`config.mk`:
```
export PLATFORM = sky130hd
export DESIGN_NAME = mdu_flat
export DESIGN_NICKNAME = d
export VERILOG_FILES = /design/src/rtl/mdu_pkg.sv /design/src/rtl/mdu_if.sv /design/src/rtl/mdu_div_core.sv /design/src/rtl/mdu.sv /design/src/flat_wrapper.sv
export SDC_FILE = /design/constraint.sdc
export NUM_CORES = 2
export LEC_CHECK = 0
export BUFFER_PORTS_ARGS = -buffer_cell sky130_fd_sc_hd__buf_4
export CAP_MARGIN = 20
export CORE_MARGIN = 4
export CORE_UTILIZATION = 40
export CTS_CLUSTER_DIAMETER = 30
export CTS_CLUSTER_SIZE = 30
export DETAILED_ROUTE_END_ITERATION = 16
export HOLD_SLACK_MARGIN = 0.02
export PLACE_DENSITY = 0.55
export SLEW_MARGIN = 25
export SYNTH_ARGS = -nofsm -noshare
export SYNTH_HDL_FRONTEND = slang
export SYNTH_SLANG_ARGS = --single-unit
```
`constraint.sdc`:
```
create_clock -name clk -period 19.54 [get_ports clk]
set_input_delay 1.954 -clock clk [delete_from_list [all_inputs] [get_ports clk]]
set_output_delay 1.954 -clock clk [all_outputs]
set_load 0.02 [all_outputs]
```
`src/rtl/mdu_pkg.sv`:
```
// Shared encodings for the multiply/divide unit: operation codes and FSM states.
package mdu_pkg;

    localparam int unsigned OP_W = 3;

    typedef enum logic [OP_W-1:0] {
        MDU_NOP   = 3'd0,
        MDU_MULT  = 3'd1,
        MDU_MULTU = 3'd2,
        MDU_DIV   = 3'd3,
        MDU_DIVU  = 3'd4,
        MDU_MTHI  = 3'd5,
        MDU_MTLO  = 3'd6
    } mdu_op_e;

    typedef enum logic [1:0] {
        ST_IDLE     = 2'd0,
        ST_MUL      = 2'd1,
        ST_DIV_ITER = 2'd2,
        ST_DIV_FIX  = 2'd3
    } mdu_state_e;

endpackage

```
`src/rtl/mdu_if.sv`:
```
// Execute-stage handshake between pipeline control and the multiply/divide unit.
interface mdu_if
    import mdu_pkg::*;
#(
    parameter int unsigned WIDTH = 32
);

    logic             op_valid;
    logic [OP_W-1:0]  op;
    logic [WIDTH-1:0] a;
    logic [WIDTH-1:0] b;
    logic             flush;
    logic             busy;
    logic             done;
    logic             div_by_zero;
    logic [WIDTH-1:0] hi;
    logic [WIDTH-1:0] lo;

    modport master (
        output op_valid, op, a, b, flush,
        input  busy, done, div_by_zero, hi, lo
    );

    modport slave (
        input  op_valid, op, a, b, flush,
        output busy, done, div_by_zero, hi, lo
    );

endinterface

```
`src/rtl/mdu_div_core.sv`:
```
// Unsigned iterative restoring divider: one quotient bit per clock, WIDTH steps per divide.
module mdu_div_core #(
    parameter int unsigned WIDTH = 32
) (
    input  logic             clk,
    input  logic             resetn,
    input  logic             start,
    input  logic             abort,
    input  logic [WIDTH-1:0] dividend,
    input  logic [WIDTH-1:0] divisor,
    output logic [WIDTH-1:0] quot,
    output logic [WIDTH-1:0] rem,
    output logic             valid
);

    localparam int unsigned CNT_W = $clog2(WIDTH + 1);

    logic [WIDTH-1:0] rem_q, rem_d;
    logic [WIDTH-1:0] quot_q, quot_d;
    logic [WIDTH-1:0] dvsr_q, dvsr_d;
    logic [CNT_W-1:0] cnt_q, cnt_d;
    logic             run_q, run_d;
    logic             valid_q, valid_d;
    logic [WIDTH:0]   partial_c;
    logic [WIDTH:0]   diff_c;

    // Quotient register doubles as the dividend shifter; its MSB feeds the partial remainder.
    always_comb begin
        rem_d     = rem_q;
        quot_d    = quot_q;
        dvsr_d    = dvsr_q;
        cnt_d     = cnt_q;
        run_d     = run_q;
        valid_d   = valid_q;
        partial_c = {rem_q, quot_q[WIDTH-1]};
        diff_c    = partial_c - {1'b0, dvsr_q};

        if (abort) begin
            run_d   = 1'b0;
            valid_d = 1'b0;
        end else if (start) begin
            rem_d   = '0;
            quot_d  = dividend;
            dvsr_d  = divisor;
            cnt_d   = CNT_W'(WIDTH);
            run_d   = 1'b1;
            valid_d = 1'b0;
        end else if (run_q) begin
            if (diff_c[WIDTH]) begin
                rem_d  = partial_c[WIDTH-1:0];
                quot_d = {quot_q[WIDTH-2:0], 1'b0};
            end else begin
                rem_d  = diff_c[WIDTH-1:0];
                quot_d = {quot_q[WIDTH-2:0], 1'b1};
            end
            cnt_d = cnt_q - CNT_W'(1);
            if (cnt_q == CNT_W'(1)) begin
                run_d   = 1'b0;
                valid_d = 1'b1;
            end
        end
    end

    always_ff @(posedge clk) begin
        if (!resetn) begin
            rem_q   <= '0;
            quot_q  <= '0;
            dvsr_q  <= '0;
            cnt_q   <= '0;
            run_q   <= 1'b0;
            valid_q <= 1'b0;
        end else begin
            rem_q   <= rem_d;
            quot_q  <= quot_d;
            dvsr_q  <= dvsr_d;
            cnt_q   <= cnt_d;
            run_q   <= run_d;
            valid_q <= valid_d;
        end
    end

    assign quot  = quot_q;
    assign rem   = rem_q;
    assign valid = valid_q;

endmodule

```
`src/rtl/mdu.sv`:
```
// MIPS multiply/divide unit owning HI/LO: pipelined-latency multiply, iterative divide, flushable.
module mdu
    import mdu_pkg::*;
#(
    parameter int unsigned WIDTH      = 32,
    parameter int unsigned MUL_CYCLES = 4
) (
    input  logic clk,
    input  logic resetn,
    mdu_if.slave bus
);

    localparam int unsigned PROD_W  = 2 * WIDTH;
    localparam int unsigned CNT_MAX = (MUL_CYCLES > WIDTH) ? MUL_CYCLES : WIDTH;
    localparam int unsigned CNT_W   = $clog2(CNT_MAX + 1);

    mdu_state_e        state_q, state_d;
    logic [CNT_W-1:0]  cnt_q, cnt_d;
    logic [PROD_W-1:0] prod_q, prod_d;
    logic [WIDTH-1:0]  hi_q, hi_d;
    logic [WIDTH-1:0]  lo_q, lo_d;
    logic              busy_q, busy_d;
    logic              done_q, done_d;
    logic              dbz_q, dbz_d;
    logic              qneg_q, qneg_d;
    logic              rneg_q, rneg_d;
    logic              zero_q, zero_d;

    logic              accept_c;
    logic              signed_op_c;
    logic              sign_a_c, sign_b_c;
    logic [PROD_W-1:0] mul_a_c, mul_b_c, prod_c;
    logic [WIDTH-1:0]  dvd_c, dvs_c;
    logic              div_start_c;
    logic [WIDTH-1:0]  div_quot, div_rem;
    logic              div_valid;

    // Operand conditioning: sign-extend for the product, take magnitudes for the divider.
    always_comb begin
        signed_op_c = (bus.op == MDU_MULT) || (bus.op == MDU_DIV);
        sign_a_c    = signed_op_c && bus.a[WIDTH-1];
        sign_b_c    = signed_op_c && bus.b[WIDTH-1];
        mul_a_c     = {{WIDTH{sign_a_c}}, bus.a};
        mul_b_c     = {{WIDTH{sign_b_c}}, bus.b};
        prod_c      = mul_a_c * mul_b_c;
        dvd_c       = sign_a_c ? (~bus.a + WIDTH'(1)) : bus.a;
        dvs_c       = sign_b_c ? (~bus.b + WIDTH'(1)) : bus.b;
        accept_c    = bus.op_valid && !busy_q && !bus.flush;
    end

    mdu_div_core #(
        .WIDTH (WIDTH)
    ) u_div_core (
        .clk      (clk),
        .resetn   (resetn),
        .start    (div_start_c),
        .abort    (bus.flush),
        .dividend (dvd_c),
        .divisor  (dvs_c),
        .quot     (div_quot),
        .rem      (div_rem),
        .valid    (div_valid)
    );

    always_comb begin
        state_d     = state_q;
        cnt_d       = cnt_q;
        prod_d      = prod_q;
        hi_d        = hi_q;
        lo_d        = lo_q;
        done_d      = 1'b0;
        dbz_d       = 1'b0;
        qneg_d      = qneg_q;
        rneg_d      = rneg_q;
        zero_d      = zero_q;
        div_start_c = 1'b0;

        unique case (state_q)
            ST_IDLE: begin
                if (accept_c) begin
                    case (bus.op)
                        MDU_MULT, MDU_MULTU: begin
                            prod_d  = prod_c;
                            cnt_d   = CNT_W'(MUL_CYCLES - 1);
                            state_d = ST_MUL;
                        end
                        MDU_DIV, MDU_DIVU: begin
                            qneg_d = sign_a_c ^ sign_b_c;
                            rneg_d = sign_a_c;
                            if (bus.b == '0) begin
                                // Zero divisor skips the iterations and reports from the fix-up cycle.
                                zero_d  = 1'b1;
                                state_d = ST_DIV_FIX;
                            end else begin
                                zero_d      = 1'b0;
                                div_start_c = 1'b1;
                                cnt_d       = CNT_W'(WIDTH - 1);
                                state_d     = ST_DIV_ITER;
                            end
                        end
                        MDU_MTHI: hi_d = bus.a;
                        MDU_MTLO: lo_d = bus.a;
                        default: ;
                    endcase
                end
            end
            ST_MUL: begin
                if (cnt_q == '0) begin
                    hi_d    = prod_q[PROD_W-1:WIDTH];
                    lo_d    = prod_q[WIDTH-1:0];
                    done_d  = 1'b1;
                    state_d = ST_IDLE;
                end else begin
                    cnt_d = cnt_q - CNT_W'(1);
                end
            end
            ST_DIV_ITER: begin
                if (cnt_q == '0) begin
                    state_d = ST_DIV_FIX;
                end else begin
                    cnt_d = cnt_q - CNT_W'(1);
                end
            end
            ST_DIV_FIX: begin
                state_d = ST_IDLE;
                done_d  = 1'b1;
                if (zero_q) begin
                    dbz_d = 1'b1;
                end else if (div_valid) begin
                    lo_d = qneg_q ? (~div_quot + WIDTH'(1)) : div_quot;
                    hi_d = rneg_q ? (~div_rem + WIDTH'(1)) : div_rem;
                end
            end
            default: state_d = ST_IDLE;
        endcase

        // Flush beats any completion landing on the same edge.
        if (bus.flush) begin
            state_d = ST_IDLE;
            hi_d    = hi_q;
            lo_d    = lo_q;
            done_d  = 1'b0;
            dbz_d   = 1'b0;
        end

        busy_d = (state_d != ST_IDLE);
    end

    always_ff @(posedge clk) begin
        if (!resetn) begin
            state_q <= ST_IDLE;
            cnt_q   <= '0;
            prod_q  <= '0;
            hi_q    <= '0;
            lo_q    <= '0;
            busy_q  <= 1'b0;
            done_q  <= 1'b0;
            dbz_q   <= 1'b0;
            qneg_q  <= 1'b0;
            rneg_q  <= 1'b0;
            zero_q  <= 1'b0;
        end else begin
            state_q <= state_d;
            cnt_q   <= cnt_d;
            prod_q  <= prod_d;
            hi_q    <= hi_d;
            lo_q    <= lo_d;
            busy_q  <= busy_d;
            done_q  <= done_d;
            dbz_q   <= dbz_d;
            qneg_q  <= qneg_d;
            rneg_q  <= rneg_d;
            zero_q  <= zero_d;
        end
    end

    assign bus.busy        = busy_q;
    assign bus.done        = done_q;
    assign bus.div_by_zero = dbz_q;
    assign bus.hi          = hi_q;
    assign bus.lo          = lo_q;

endmodule

```
`src/flat_wrapper.sv`:
```
// flat-port wrapper written by rule: the top's interface ports become plain ports
module mdu_flat import mdu_pkg::*;
#(
    parameter int unsigned WIDTH      = 32,
    parameter int unsigned MUL_CYCLES = 4
)
  (clk, resetn, bus_op_valid, bus_op, bus_a, bus_b, bus_flush, bus_busy, bus_done, bus_div_by_zero, bus_hi, bus_lo);
  mdu_if #(.WIDTH(WIDTH)) bus_i ();
  input  logic clk;
  input  logic resetn;
  input wire logic [$bits(bus_i.op_valid)-1:0] bus_op_valid;
  input wire logic [$bits(bus_i.op)-1:0] bus_op;
  input wire logic [$bits(bus_i.a)-1:0] bus_a;
  input wire logic [$bits(bus_i.b)-1:0] bus_b;
  input wire logic [$bits(bus_i.flush)-1:0] bus_flush;
  output wire logic [$bits(bus_i.busy)-1:0] bus_busy;
  output wire logic [$bits(bus_i.done)-1:0] bus_done;
  output wire logic [$bits(bus_i.div_by_zero)-1:0] bus_div_by_zero;
  output wire logic [$bits(bus_i.hi)-1:0] bus_hi;
  output wire logic [$bits(bus_i.lo)-1:0] bus_lo;
  assign bus_i.op_valid = bus_op_valid;
  assign bus_i.op = bus_op;
  assign bus_i.a = bus_a;
  assign bus_i.b = bus_b;
  assign bus_i.flush = bus_flush;
  assign bus_busy = bus_i.busy;
  assign bus_done = bus_i.done;
  assign bus_div_by_zero = bus_i.div_by_zero;
  assign bus_hi = bus_i.hi;
  assign bus_lo = bus_i.lo;
  mdu #(.WIDTH(WIDTH), .MUL_CYCLES(MUL_CYCLES)) u_core (.clk(clk), .resetn(resetn), .bus(bus_i));
endmodule
```
# Word level (Yosys, flattened, before mapping)
# Cells that the tools add are included.
# W data, S select, Z words.
[classes]
n_addsub = 7
mul = 1
n_eq_ne = 19
n_mux = 47
bitwise = 8
n_reduce_logical = 28
[op_table]
columns = ["cell", "n"]
rows = [
  ["$mux W32", 19],
  ["$pmux W32 S3", 2],
  ["$add A32 B1 Y32 const B", 4],
  ["$not A32 Y32", 4],
  ["$mul A33 B33 Y64", 1],
  ["$sub A33 B32 Y33", 1],
  ["$logic_not A32 Y1", 1],
  ["$mux W6", 5],
  ["$pmux W6 S2", 2],
  ["$reduce_and A7 Y1", 2],
  ["$mux W1", 12],
  ["$sub A6 B1 Y6 const B", 2],
  ["$ne A2 B2 Y1 const B", 5],
  ["$eq A3 B3 Y1 const B", 3],
  ["$mux W2", 4],
  ["$pmux W2 S4", 1],
  ["$reduce_or A2 Y1", 4],
  ["$eq A3 B2 Y1 const B", 2],
  ["$eq A6 B1 Y1 const B", 1],
  ["$logic_not A6 Y1", 1],
  ["$ne A3 B3 Y1 const B", 2],
  ["$reduce_and A2 Y1", 3],
  ["$reduce_and A3 Y1", 2],
  ["$reduce_bool A2 Y1", 3],
  ["15 further kinds", 24],
]
[totals]
reg_bits = 246
input_bits = 71
output_inout_bits = 67
elab_cells = 127

# Longest topological paths before layout
[logic_depth]
depth_word = 7
mapped_depth = 33
ltp_nobuf = 29

# Hierarchy
# Synthesis repeated with hierarchy kept, for this count alone.
[hier_totals]
cells_unflattened = 6220
hier_area_um2 = 52922.0
[by_module_without_submodules]
columns = ["mod", "instances", "cells_per_inst", "area_per_inst_um2", "seq_area_each_um2"]
rows = [
  ["mdu", 1, 5429, 46612.2, 2842.7],
  ["mdu_div_core", 1, 791, 6309.8, 2082.0],
]

# Worst setup path after synthesis
# OpenSTA, ideal clock, no wires.
[synth_path]
path_type = "input to register"
startpoint = "input bus_op[2]"
endpoint = "register u_core.prod_q[61]"
setup_ps = 74
t_arrival_ps = 10295
required_ps = 19466
slack_ps = 9171
stages = 30
n_path_buf = 3
path_cell_list = "clkbuf_1 -> nor2b_1 -> and2_1 -> clkbuf_1 -> buf_1 -> nand2_1 -> inv_1 -> fa_1 -> inv_1 -> fa_1 -> inv_1 -> fa_1 -> fa_1 -> inv_1 -> fa_1 -> inv_1 -> fa_1 -> inv_1 -> fa_1 -> fa_1 -> inv_1 -> ha_1 -> and2_1 -> nand3_1 -> or3_1 -> o211a_1 -> o21bai_2 -> a41oi_1 -> or4b_1 -> a31oi_1"
[synth_between]
elab_chain_len = 4
elab_cells_between_ends = 9
cone_classes = "mul: 1; eq/ne: 3; reduce/logical: 5"
[synth_lines]
columns = ["item", "line_no", "rtl"]
rows = [
  ["start: declaration", "flat_wrapper.sv:12", "input wire logic [$bits(bus_i.op)-1:0] bus_op;"],
  ["$eq A3 B1 Y1 / $eq A3 B2 Y1 (equally long branches)", "mdu.sv:40, mdu.sv:81", ""],
  ["$logic_or A1 B1 Y1", "mdu.sv:40", "signed_op_c = (bus.op == MDU_MULT) || (bus.op == MDU_DIV);"],
  ["$logic_and A1 B1 Y1, on equally long branches", "mdu.sv:41, mdu.sv:42", ""],
  ["$mul A33 B33 Y64", "mdu.sv:45", "prod_c = mul_a_c * mul_b_c;"],
  ["end signal: assignment", "mdu.sv:165", "prod_q <= prod_d;"],
  ["end: declaration", "mdu.sv:19", "logic [PROD_W-1:0] prod_q, prod_d;"],
]
# Parallel ways exist; a longest one is shown, timed or not.
# A chain may end at the register's enable or synchronous reset.

# Worst setup path in the final report
[layout_path]
startpoint = "input bus_a[31]"
endpoint = "register u_core.prod_q[61]"
[layout_between]
elab_chain_len = 2
[layout_lines]
columns = ["item", "line_no", "rtl"]
rows = [
  ["start: declaration", "flat_wrapper.sv:13", "input wire logic [$bits(bus_i.a)-1:0] bus_a;"],
  ["$logic_and A1 B1 Y1", "mdu.sv:41", "sign_a_c = signed_op_c && bus.a[WIDTH-1];"],
  ["$mul A33 B33 Y64 (*)", "mdu.sv:45", ""],
]
# Every way passes the cells marked *; elsewhere a longest branch is shown, timed or not.

==> metrics.md <==
| Metric | Value |
|---|---|
| # DRC | 0 |
| Delay-heaviest family, CP | adder cells |
| Top Layer Used | met5 |
| Clk sink count | 246 |
| Via-per-instance ratio | 5.37 |
| Top cell type's share of synthesized area | 0.430 |
| Final net count | 7,402 |
| Io pins | 138 |
| CTS clk-pin slew, worst paths | 60 ps |
| DRT antenna net count | 0 |
| Die area | 137,000 um2 |
| CP Depth | 24 |
| Main synth FF type | dfxtp_1 |
| Fraction of layout cells with a size suffix above 1 | 0.0506 |
| # H-tree levels | 2 |
| Pins over their slew limit | 0 |
| CP dominant cell by count | fa_1 |
| M1 WL | 77.3 mm |
| Area Overhead vs Synth | 6.93% |
| Initial core utilization | 0.404 |
| Filler cell count | 13,100 |
| First-pass GRT wire length | 267 mm |
| Crit path launch type | primary input |
| Synthesized cell area | 52,400 um2 |
| Worst path required time | 20,020 ps |
| GRT Util Overall | 0.252 |
| Hold path cells | 2 |
| Crit-path cells | buf_4 -> nand2_1 -> nor2_1 -> fa_1 -> fa_1 -> fa_2 -> fa_1 -> inv_1 -> fa_1 -> inv_1 -> fa_1 -> inv_1 -> fa_1 -> fa_1 -> inv_1 -> ha_1 -> and2_1 -> nand3_1 -> or3_1 -> o211a_1 -> o21bai_2 -> a41oi_1 -> or4b_1 -> a31oi_1 |
| RSZ-0062 raised after global routing | no |
| # resized after CTS | 0 |
| Routed wl met3 | 12.3 mm |
| Num CTS Buffers | 45 |
| Vias in the first global route | 43,700 |
| Post-route clock period utilization | 0.542 |
| Post-synth cell types | 85 |
| Drt wl/cell | 22.0 um |
| Die H | 370 um |
| Worst Setup SP | bus_a[31] |
| Site Rows | 132 |
| Final RePlAce weighted congestion | 0.898 |
| Top post-synthesis cells by area | fa_1 43%, dfxtp_1 9.4%, inv_1 8.7%, nand2_1 7.6%, ha_1 6.1% |
| Async S/R FF share, synth | 0 |
| CTS root buffer | clkbuf_16 |
| Final hold slack | 440 ps |
| Critical Path AT | 11,060 ps |
| Slowest CP cell | fa_1 |
| Final hold viol count | 0 |
| Synthesis Warnings | 0 |
| Initial drt markers | 3,301 |
| Clock Latency Late Sink | 550 ps |
| Worst Tran Pin Value | 906 ps |
| Hold Path Origin | u_core.zero_q |
| WL met2 | 75.6 mm |
| Worst hold path type | reg -> reg |
| Relative slew slack | 0.396 |
| CTS Buffer Depth | 3 |
| Leading area contributor after synthesis | fa_1 |
| Class of the most critical setup path | in -> reg |
| DR vias | 41,500 |
| IO Port Bufs | 137 |
| Remaining global-route overflow | 0 |
| EDFF count, synth | 0 |
| Status | finished, final reports clean |
| Mapped Cells | 6,136 |
| Die Wd | 370 um |
| CP Buf/Inv Count | 5 |
| Reg-to-reg startpoint | u_core.u_div_core.quot[31] |
| TNS Setup | 0 ps |
| Mapped Avg Cell Area | 8.54 um2 |
| Post-CTS Hold Fix Bufs | 0 |
| Syn Nets | 7,588 |
| Largest net degree at the start of global routing | 100 |
| Final WL | 170 mm |
| Router iterations before antenna repair | 6 |
| Dpl hpwl | 126 mm |
| FF-to-FF path depth | 15 |
| Critical path endpoint category | flop |
| CTS tree | yes |
| Yosys reg bits | 246 |
| Period minus WS final | 10,580 ps |
| Max_cap viols | 0 |
| Post-CTS setup buffers | 0 |
| Fmax | 0.0945 GHz |
| Placeable Area | 130,000 um2 |
| Final setup violation count | 0 |
| Seq/Total Area, Yosys | 0.0940 |
| Crit path max fanout | 55 |
| Max incr delay on CP | 920 ps |
| Initial antenna violation count | 14 |
| Clock skew | 18.5 ps |
[flip-flops by register name, summed over array words and instances, names as in the netlist, 2 cells and up]
name                      flops
u_core.bus.hi                32
u_core.bus.lo                32
u_core.cnt_q                  6
u_core.prod_q                64
u_core.state_q                2
u_core.u_div_core.cnt_q       6
u_core.u_div_core.dvsr_q     32
u_core.u_div_core.quot       32
u_core.u_div_core.rem        32
[stage by stage]
| step | std cells | util | setup slack [ps] | cell area (um2) |
|---|---|---|---|---|
| floorplan | 6136 | - | 9170 | 52400 |
| global placement | 7645 | 0.419 | 8540 | 54400 |
| detailed placement | 7645 | 0.419 | 8420 | 54400 |
| CTS | 7729 | 0.431 | 8990 | 56000 |
| global route | 7733 | 0.432 | 8460 | 56000 |
| finish | 7734 | 0.432 | 8960 | 56000 |
[synthesized netlist by cell type (all sizes together), types with 5 or more instances]
cell type	count
a211oi	62
a21boi	6
a21o	43
a21oi	227
a221oi	37
a22oi	33
a311oi	41
a31oi	32
a41o	5
and2	289
and3	47
buf	115
clkbuf	290
dfxtp	246
fa	1126
ha	255
inv	1213
mux2i	7
nand2	1069
nand2b	22
nand3	38
nand4	25
nor2	245
nor2b	12
nor3	47
nor4	16
o211ai	11
o21a	16
o21ai	170
o21bai	21
o221ai	5
o22ai	10
o31a	5
o31ai	31
o41ai	14
or3	21
or4	16
xnor2	144
xor2	68
[cells by family after synthesis]
family                     synth area share
xor gates and xnor gates             0.0354
AOI/OAI and AO/OA                     0.101
DFF                                  0.0940
adders and majority gates             0.491
and+or+nand+nor                       0.160
muxes                               0.00155
buffers and inverters                 0.117
[worst register-to-register path: cells and delay by family, from the launching register on]
family | cells | cell delay (ps)
flip-flops | 1 | 350
AND/OR/NAND/NOR | 1 | 120
adder cells (fa/ha/maj) | 2 | 580
AO/OA/AOI/OAI | 9 | 2650
buffers and inverters | 3 | 580
[layout make-up]
cell class	instances	area, um2	area share
clock inverter	31	410	0.00732
clock buffer	53	1230	0.0219
sequential	246	4920	0.0879
timing repair buffer	172	1300	0.0232
inverter	1213	4560	0.0813
tap	1742	2180	0.0389
multi-input combinational	4272	41400	0.739
antenna	5	12.5	0.000223
[per-layer routing]
layer  global-route usage  vias to the layer above
met2                0.397                     1482
met5                    0                        -
met3               0.0331                      249
li1                     -                    18400
met4               0.0634                        8
met1                0.368                    21400
[worst paths after layout]
path,slack (ps),end
hold / removal,440,u_core.bus.div_by_zero
hold reg to reg,440,u_core.bus.div_by_zero
setup / recovery,8960,u_core.prod_q[61]
setup reg to reg,15100,u_core.u_div_core.rem[7]
[cells in the final DEF (no fill, tap or decap), types with 10 or more instances in the layout]
master     synthesis  routed
nand3_1           37      37
nand2_1         1065    1065
nor2b_1           12      10
fa_1            1126    1125
o21ai_0          162     162
xnor2_1          144     144
o22ai_1           10      10
a21o_1            43      43
or3_1             19      18
a22oi_1           33      33
nor4_1            16      16
and3_1            46      46
nor3_1            44      43
o21a_1            16      16
nand4_1           25      25
a221oi_1          36      36
o31ai_1           27      27
buf_4              3     170
a211oi_1          62      62
dfxtp_1          246     246
ha_1             255     253
o21bai_1          20      20
xor2_1            68      68
a21oi_1          227     225
o211ai_1          11      11
nand2b_1          21      20
a311oi_1          40      40
clkbuf_16          0      47
inv_1           1213    1212
a31oi_1           32      32
o41ai_1           12      12
and2_1           289     289
nor2_1           242     241
or4_1             13      13
Power is left out: the tool's default activity adds up to more than one toggle a clock period on the data nets, which glitch-free logic cannot reach.
